File: src/rtl/parking_gate_ctrl.sv
// Barrier-gate controller for one parking entrance or exit.
// The controller filters the raw loop sensors and sequences the barrier motor.
// It emits one count event for each car that passes over the barrier loop.
module parking_gate_ctrl #(
  parameter int unsigned DEBOUNCE     = 16,
  parameter int unsigned OPEN_CYCLES  = 50_000_000,
  parameter int unsigned CLOSE_CYCLES = 50_000_000,
  parameter int unsigned PASS_TIMEOUT = 500_000_000,
  parameter int unsigned EVENT_HOLD   = 1_000_000,
  parameter int unsigned TIMER_W      = 32
) (
  input  logic clk,
  input  logic reset,
  input  logic i_car_present,
  input  logic i_car_passed,
  input  logic i_space_avail,
  output logic o_motor_up,
  output logic o_motor_down,
  output logic o_gate_open,
  output logic o_denied,
  output logic o_count_event,
  output logic o_timeout_flag
);

  localparam int unsigned DbW = $clog2(DEBOUNCE + 1);
  localparam logic [DbW-1:0]     DbLast    = DbW'(DEBOUNCE - 1);
  localparam logic [TIMER_W-1:0] OpenLast  = TIMER_W'(OPEN_CYCLES - 1);
  localparam logic [TIMER_W-1:0] CloseLast = TIMER_W'(CLOSE_CYCLES - 1);
  localparam logic [TIMER_W-1:0] PassLast  = TIMER_W'(PASS_TIMEOUT - 1);
  localparam logic [TIMER_W-1:0] EvLast    = TIMER_W'(EVENT_HOLD - 1);

  typedef enum logic [1:0] {
    StIdle,
    StOpening,
    StWaitPass,
    StClosing
  } state_e;

  // Sensor synchronizers and stability filters
  logic           r_pres_s1, r_pres_s2, r_pres_f;
  logic           r_pass_s1, r_pass_s2, r_pass_f;
  logic [DbW-1:0] r_pres_cnt, r_pass_cnt;
  logic           r_pass_prev;
  logic           w_pres_diff, w_pass_diff;
  logic           w_pres_flip, w_pass_flip;
  logic           w_pass_rise;

  // Sequencer state
  state_e               r_state, w_state_d;
  logic [TIMER_W-1:0]   r_timer;
  logic                 r_seen;
  logic                 w_timer_clr;
  logic                 w_seen_clr;
  logic                 w_ev_start;
  logic                 w_timeout;

  // Registered outputs
  logic                 r_denied;
  logic                 r_timeout;
  logic                 r_event;
  logic [TIMER_W-1:0]   r_ev_timer;

  // Filter decisions: a flip happens on the DEBOUNCE-th consecutive differing sample
  always_comb begin
    w_pres_diff = r_pres_s2 ^ r_pres_f;
    w_pass_diff = r_pass_s2 ^ r_pass_f;
    w_pres_flip = w_pres_diff && (r_pres_cnt == DbLast);
    w_pass_flip = w_pass_diff && (r_pass_cnt == DbLast);
    w_pass_rise = r_pass_f && !r_pass_prev;
  end

  // Two-flop synchronizers, debounce counters and filtered values
  always_ff @(posedge clk or posedge reset) begin
    if (reset) begin
      r_pres_s1   <= 1'b0;
      r_pres_s2   <= 1'b0;
      r_pres_f    <= 1'b0;
      r_pres_cnt  <= '0;
      r_pass_s1   <= 1'b0;
      r_pass_s2   <= 1'b0;
      r_pass_f    <= 1'b0;
      r_pass_cnt  <= '0;
      r_pass_prev <= 1'b0;
    end else begin
      r_pres_s1   <= i_car_present;
      r_pres_s2   <= r_pres_s1;
      r_pass_s1   <= i_car_passed;
      r_pass_s2   <= r_pass_s1;
      r_pass_prev <= r_pass_f;

      if (!w_pres_diff) begin
        r_pres_cnt <= '0;
      end else if (w_pres_flip) begin
        r_pres_cnt <= '0;
        r_pres_f   <= r_pres_s2;
      end else begin
        r_pres_cnt <= r_pres_cnt + 1'b1;
      end

      if (!w_pass_diff) begin
        r_pass_cnt <= '0;
      end else if (w_pass_flip) begin
        r_pass_cnt <= '0;
        r_pass_f   <= r_pass_s2;
      end else begin
        r_pass_cnt <= r_pass_cnt + 1'b1;
      end
    end
  end

  // Next-state logic and the single-cycle control strobes
  always_comb begin
    w_state_d   = r_state;
    w_timer_clr = 1'b0;
    w_seen_clr  = 1'b0;
    w_ev_start  = 1'b0;
    w_timeout   = 1'b0;
    unique case (r_state)
      StIdle: begin
        if (r_pres_f && i_space_avail) begin
          w_state_d   = StOpening;
          w_timer_clr = 1'b1;
          w_seen_clr  = 1'b1;
        end
      end
      StOpening: begin
        // Once raising, the gate is committed even if space_avail drops
        if (r_timer == OpenLast) begin
          w_state_d   = StWaitPass;
          w_timer_clr = 1'b1;
        end
      end
      StWaitPass: begin
        if (w_pass_rise && !r_seen) begin
          w_ev_start = 1'b1;
        end
        if (r_seen && !r_pass_f && !r_pres_f) begin
          w_state_d   = StClosing;
          w_timer_clr = 1'b1;
        end else if (!r_seen && (r_timer == PassLast)) begin
          w_state_d   = StClosing;
          w_timer_clr = 1'b1;
          w_timeout   = 1'b1;
        end
      end
      StClosing: begin
        // Safety reversal; passed_seen is kept so the car is not counted twice
        if (r_pass_f || r_pres_f) begin
          w_state_d   = StOpening;
          w_timer_clr = 1'b1;
        end else if (r_timer == CloseLast) begin
          w_state_d   = StIdle;
          w_timer_clr = 1'b1;
        end
      end
      default: begin
        w_state_d   = StIdle;
        w_timer_clr = 1'b1;
      end
    endcase
  end

  // State register, saturating state timer and the passed_seen flag
  always_ff @(posedge clk or posedge reset) begin
    if (reset) begin
      r_state <= StIdle;
      r_timer <= '0;
      r_seen  <= 1'b0;
    end else begin
      r_state <= w_state_d;
      if (w_timer_clr || (r_state == StIdle)) begin
        r_timer <= '0;
      end else if (r_timer != '1) begin
        r_timer <= r_timer + 1'b1;
      end
      if (w_seen_clr) begin
        r_seen <= 1'b0;
      end else if (w_ev_start) begin
        r_seen <= 1'b1;
      end
    end
  end

  // Registered status outputs and the count_event hold timer
  always_ff @(posedge clk or posedge reset) begin
    if (reset) begin
      r_denied   <= 1'b0;
      r_timeout  <= 1'b0;
      r_event    <= 1'b0;
      r_ev_timer <= '0;
    end else begin
      r_denied  <= (r_state == StIdle) && r_pres_f && !i_space_avail;
      r_timeout <= w_timeout;
      if (w_ev_start) begin
        // A fresh pass restarts the hold even if the previous pulse is still high
        r_event    <= 1'b1;
        r_ev_timer <= '0;
      end else if (r_event) begin
        if (r_ev_timer == EvLast) begin
          r_event    <= 1'b0;
          r_ev_timer <= '0;
        end else begin
          r_ev_timer <= r_ev_timer + 1'b1;
        end
      end
    end
  end

  assign o_motor_up     = (r_state == StOpening);
  assign o_motor_down   = (r_state == StClosing);
  assign o_gate_open    = (r_state == StWaitPass);
  assign o_denied       = r_denied;
  assign o_count_event  = r_event;
  assign o_timeout_flag = r_timeout;

endmodule
File: config.mk
export PLATFORM = sky130hd
export DESIGN_NAME = parking_gate_ctrl
export DESIGN_NICKNAME = d
export VERILOG_FILES = /design/src/rtl/parking_gate_ctrl.sv
export SDC_FILE = /design/constraint.sdc
export NUM_CORES = 1
export LEC_CHECK = 0
export BUFFER_PORTS_ARGS = -buffer_cell sky130_fd_sc_hd__buf_2
export CAP_MARGIN = 30
export CELL_PAD_IN_SITES_DETAIL_PLACEMENT = 0
export CELL_PAD_IN_SITES_GLOBAL_PLACEMENT = 1
export CORE_ASPECT_RATIO = 0.5
export CORE_MARGIN = 8
export CORE_UTILIZATION = 49
export CTS_CLUSTER_DIAMETER = 150
export DETAILED_ROUTE_END_ITERATION = 10
export GPL_TIMING_DRIVEN = 0
export PLACE_DENSITY = 0.81
export SLEW_MARGIN = 5
export SYNTH_ARGS = -nofsm -noshare
export SYNTH_HDL_FRONTEND = slang
export SYNTH_SLANG_ARGS = --single-unit
File: constraint.sdc
create_clock -name clk -period 3 [get_ports clk]
set_input_delay 0.45 -clock clk [delete_from_list [all_inputs] [get_ports clk]]
set_output_delay 0.45 -clock clk [all_outputs]
set_load 0.005 [all_outputs]
Word level (Yosys, flattened, before mapping)
Cells that the tools add are included.
{ "word_totals": {"input_bits": 5, "regBits": 87, "elab_cells": 91, "output_inout_bits": 6} }
{ "op_classes": {"reduce_logical": 24, "n_bitwise": 2, "eq_ne": 13, "mux": 32, "n_addsub": 4} }
{ "op_table": {"columns": ["cell", "n"], "rows": [
  ["two-way mux 32 bit", 5],
  ["adder 32 x 1 -> 32 bit (second input constant)", 2],
  ["== test 32 x 20 -> 1 bit (second input constant)", 1],
  ["== test 32 x 26 -> 1 bit (second input constant)", 1],
  ["== test 32 x 29 -> 1 bit (second input constant)", 1],
  ["inequality test 32 bit (second input constant)", 1],
  ["two-way mux 5 bit", 4],
  ["two-way mux 1 bit", 15],
  ["two-way mux 2 bit", 6],
  ["adder 5 x 1 -> 5 bit (second input constant)", 2],
  ["== test 5 x 4 -> 1 bit (second input constant)", 2],
  ["logical AND 1 bit", 10],
  ["case mux 2 bit (4 select lines)", 1],
  ["inequality test 3 x 1 -> 1 bit (second input constant)", 2],
  ["nonzero test 2 bit", 3],
  ["logical NOT 1 bit", 5],
  ["== test 2 bit (second input constant)", 2],
  ["case mux 1 bit (4 select lines)", 1],
  ["AND reduction 2 bit", 2],
  ["AND reduction 4 bit", 1],
  ["== test 2 x 1 -> 1 bit (second input constant)", 1],
  ["logical NOT 2 bit", 1],
  ["logical OR 1 bit", 2],
  ["inequality test 2 x 1 -> 1 bit (second input constant)", 1],
  ["other kinds (2)", 3]
]} }

Longest topological paths before layout
{ "logic_depth": {"depth_word": 7, "ltp_mapped": 9, "ltp_nobuf": 7} }

Worst setup path after synthesis
OpenSTA, ideal clock, no wires.
{ "synth_timing": {"path_type": "register to register", "from": "reg r_timer[0]", "to": "reg r_timer[15]", "setup_slack_ns": 0.633, "arrival_time_ns": 2.289, "setup_ns": 0.078, "path_stages_with_launch": 9, "n_path_buf": 2, "period_less_slack_ns": 2.367, "required_time_ns": 2.922, "path_cell_list": "dfrtp_1 ha_1 and4_1 clkbuf_1 and3_1 and3_1 clkbuf_1 or4b_2 a21oi_1"} }
{ "synth_between": {"elab_chain_len": 7, "word_cells_on_any_way": 14, "cone_classes": "1 x add/sub; 3 x eq/ne; 7 x mux; 3 x reduce/logical"} }
{ "synth_lines": {"columns": ["element", "line", "source"], "rows": [
  ["start: declaration", "50", "logic [TIMER_W-1:0] r_timer;"],
  ["start signal: assignment", "174", "r_timer <= r_timer + 1'b1;"],
  ["branches (longest 7 deep; another with adder 32 x 1 -> 32 bit)", null, null]
]} }
Several ways; the timed one is not identified. The select of a mux whose other input is x is not followed.
A chain may end at the register's enable or synchronous reset.

Worst setup path after layout
{ "layout_timing": {"from": "reg r_ev_timer[22]", "to": "reg r_ev_timer[3]"} }
{ "layout_between": {"elab_chain_len": 4} }
{ "layout_lines": {"columns": ["element", "line", "source"], "rows": [
  ["start: declaration", "61", "logic [TIMER_W-1:0] r_ev_timer;"],
  ["start signal: assignment", "203", "r_ev_timer <= r_ev_timer + 1'b1;"],
  ["== test 32 x 20 -> 1 bit", "199", "if (r_ev_timer == EvLast) begin"],
  ["two-way mux 32 bit", "199", null],
  ["two-way mux 32 bit", "198", "end else if (r_event) begin"],
  ["two-way mux 32 bit", "194", "if (w_ev_start) begin"]
]} }
No other way between the ends. The select of a mux whose other input is x is not followed.

==> flow_metrics.env <==
export IMPL_status="finished clean"
export IMPL_crit_path_start="r_ev_timer[22]"
export IMPL_coreArea_um2=9987
export IMPL_fp_dieH_um=86.88
export IMPL_die_w_um=157.8
export IMPL_path_clk_slew_ns=0.06
export IMPL_max_slew_margin_pct=34.99
export IMPL_antenna_diode_count=0
export IMPL_async_flop_share_pct=100.0
export IMPL_rsz0062_at_grt="no"
export IMPL_synth_seq_cells=87
export IMPL_power_leakage_uw=0.002322
export IMPL_hold_viol_final=0
export IMPL_clk_latency_ns=0.34
export IMPL_fin_nets=568
export IMPL_r2r_end="r_ev_timer[3]"
export IMPL_synth_edf_count=0
export IMPL_synth_fp_nets=545
export IMPL_cp_required_ns=3.21
export IMPL_io_buffers=10
export IMPL_cts_root_buf="clkbuf_16"
export IMPL_endpoint_kind="flip-flop"
export IMPL_crit_arrival_ns=3.08
export IMPL_totalWireLength_mm=14.18
export IMPL_crit_fanout=10
export IMPL_finClkSkew_ns=0.006061
export IMPL_cap_violations=0
export IMPL_finalCritPeriodShare_pct=95.71
export IMPL_hp_class="in -> async"
export IMPL_syn_cell_area_um2=4923
export IMPL_path_class="reg -> reg"
export IMPL_worstMarginPinSlew_ns=0.9662
export IMPL_cts_made_buffers=9
export IMPL_vias_per_cell=6.476
export IMPL_yosysWarnings=0
export IMPL_p_per_area_nw_per_um2=422.4
export IMPL_dr_total_vias=4520
export IMPL_drive_gt1_share_pct=11.29
export IMPL_rows=26
export IMPL_dieArea_um2=13710
export IMPL_holdWs_ns=0.09017
export IMPL_r2r_slack_ns=0.13
export IMPL_io_pins=11
export IMPL_worstSetupStartpointType="flip-flop"
export IMPL_postRouteAntennaNets=0
export IMPL_vdd_drop_max_uv=294.7
export IMPL_drtIter0Drc=556
export IMPL_antenna_found_initial=0
export IMPL_fmax_mhz=348.3
export IMPL_synth_seq_area_share_pct=44.22
export IMPL_post_drt_wl_per_cell_um=20.31
export IMPL_cts_hold_buf=0
export IMPL_routabilityCongestion=0.9620
export IMPL_post_route_util_pct=55.06
export IMPL_hpwlAfterDp_mm=10.36
export IMPL_worstRegToRegCells=6
export IMPL_drc=0
export IMPL_period_needed_ns=2.871
export IMPL_synth_cell_types=64
export IMPL_r2r_start="r_ev_timer[22]"
export IMPL_cts_tree="yes"
export IMPL_grt_pass1_wl_mm=22.79
export IMPL_grt_max_degree=65
export IMPL_n_fill_cell=938
export IMPL_setup_viol=0
export IMPL_finalSetupTns_ns=0
export IMPL_cts_buffer_depth=2
export IMPL_initial_core_util_pct=49.30
export IMPL_grt_pass1_vias=4142
export IMPL_power_uw=2323
export IMPL_grt_overflow_total=0
export IMPL_h_tree_depth=3
export IMPL_drt_pass1_iter_count=5
export IMPL_syn_instance_count=531
export IMPL_grt_usage_pct=21.49
export IMPL_synth_avg_cell_area_um2=9.272
export IMPL_area_growth_pct=11.69
export IMPL_clock_sinks=87
export IMPL_synth_ff_type="dfrtp_1"
export IMPL_drv_slew=0
==> per-stage QoR <==
| stage | worst slack, ns | instance area [um2] | instances |
|---|---|---|---|
| after detailed placement | -0.07452 | 5189 | 683 |
| after floorplan | 0.2998 | 4923 | 531 |
| after global routing | 0.008334 | 5499 | 698 |
| after CTS | 0.05808 | 5475 | 698 |
| after global placement | -0.8153 | 5149 | 681 |
| final | 0.1288 | 5499 | 698 |
==> cells in the final DEF (no fill, tap or decap), types with 3 or more instances in the layout <==
cell	n
dfrtp_1	87
nand2_1	44
nor2_1	35
nand3_1	34
nor4_1	26
a21oi_1	25
clkbuf_1	23
o31ai_1	21
or4_1	18
nand4_1	16
buf_2	15
nor3_1	15
a31oi_1	15
or3_1	14
o21ai_0	14
and3_1	13
xor2_1	11
inv_1	9
ha_1	9
clkbuf_16	9
and2_1	7
clkbuf_2	6
mux2_2	6
xnor2_1	5
nor4bb_1	4
a211o_1	4
and4_1	4
a2111oi_0	4
a22o_1	4
o31a_1	3
nand4b_1	3
o41ai_1	3
==> cells in the mapped netlist, types with 3 or more instances <==
cell        n  area, um2
o21ai_0    14      70.07
nand4b_1    3      26.28
buf_2       5      25.02
xnor2_1     5      43.79
and4_1      4      35.03
and2_1      7      43.79
a211o_1     4      35.03
dfrtp_1    87       2177
a22o_1      4      35.03
nand2_1    44      165.2
a31oi_1    15      93.84
or4_1      18      135.1
o41ai_1     3      26.28
o31a_1      3      26.28
ha_1        9      112.6
nor4bb_1    5      50.05
clkbuf_1   25      93.84
inv_1      10      37.54
o31ai_1    22      165.2
nand4_1    16      100.1
nor2_1     35      131.4
and3_1     13      81.33
nor3_1     15      75.07
nand3_1    34      170.2
mux2_2      6      67.56
xor2_1     11      96.34
a2111oi_0   4      35.03
or3_1      14      87.58
nor4_1     26      162.7
a21oi_1    25      125.1
==> logic make-up after synthesis <==
group / after synthesis / share of synthesized area (%)
mux: 8 / 1.779
xor+xnor: 16 / 2.846
fa+ha+maj: 9 / 2.287
simple gates: 252 / 28.92
flops: 87 / 44.22
buf+inv: 44 / 3.659
compound gates: 115 / 16.29
==> how the worst max path moves through the flow <==
stage | endpoint | slack (ns) | depth (start not counted)
floorplan | o_count_event | 0.30 | 1
global placement | r_timer[24] | -0.82 | 2
detailed placement | r_ev_timer[18] | -0.07 | 8
CTS | r_ev_timer[3] | 0.06 | 6
global route | r_timer[18] | 0.008 | 9
finish | r_ev_timer[3] | 0.13 | 6
==> timing repair <==
item,4_1_cts,5_1_grt
gates resized for setup,1,12
endpoints found under the setup margin,18,54
setup buffers,0,0
==> area by class of cell <==
class                   count  area [um2]  area share, %
flip-flops and latches     87        2177          39.59
multi-input cells         400        2586          47.03
well taps                 140       175.2          3.185
repair buffers             12       87.58          1.593
clock buffers              11       232.7          4.232
plain buffers              33       145.1          2.639
clock inverters             4       47.55         0.8646
inverters                  11       47.55         0.8646
==> critical path, stage by stage, from the launching register on <==
cell      delay, ns
dfrtp_1        0.48
nor4bb_1       0.34
nand4_1        0.29
o31ai_2        0.48
clkbuf_1       0.44
nor2_1         0.30
a221o_2        0.43
==> power breakdown <==
group	switching (uW)	internal (uW)
clock network	453	639
logic	30.7	12.3
registers	6.00	1180
total	489	1830
==> flip-flops by register name, summed over array words and instances (netlist names), 2 cells and up <==
signal / cells
r_ev_timer: 32
r_pass_cnt: 5
r_pres_cnt: 5
r_state: 2
r_timer: 32
==> per-layer routing <==
| metal | track usage, % | wire length (um) | vias up |
|---|---|---|---|
| li1 | - | - | 2086 |
| met5 | 0 | 0 | - |
| met3 | 6.683 | 1752 | 13 |
| met4 | 4.717 | 75 | 0 |
| met2 | 25.21 | 5121 | 250 |
| met1 | 35.21 | 7227 | 2171 |
(Power assumes the default switching activity.)
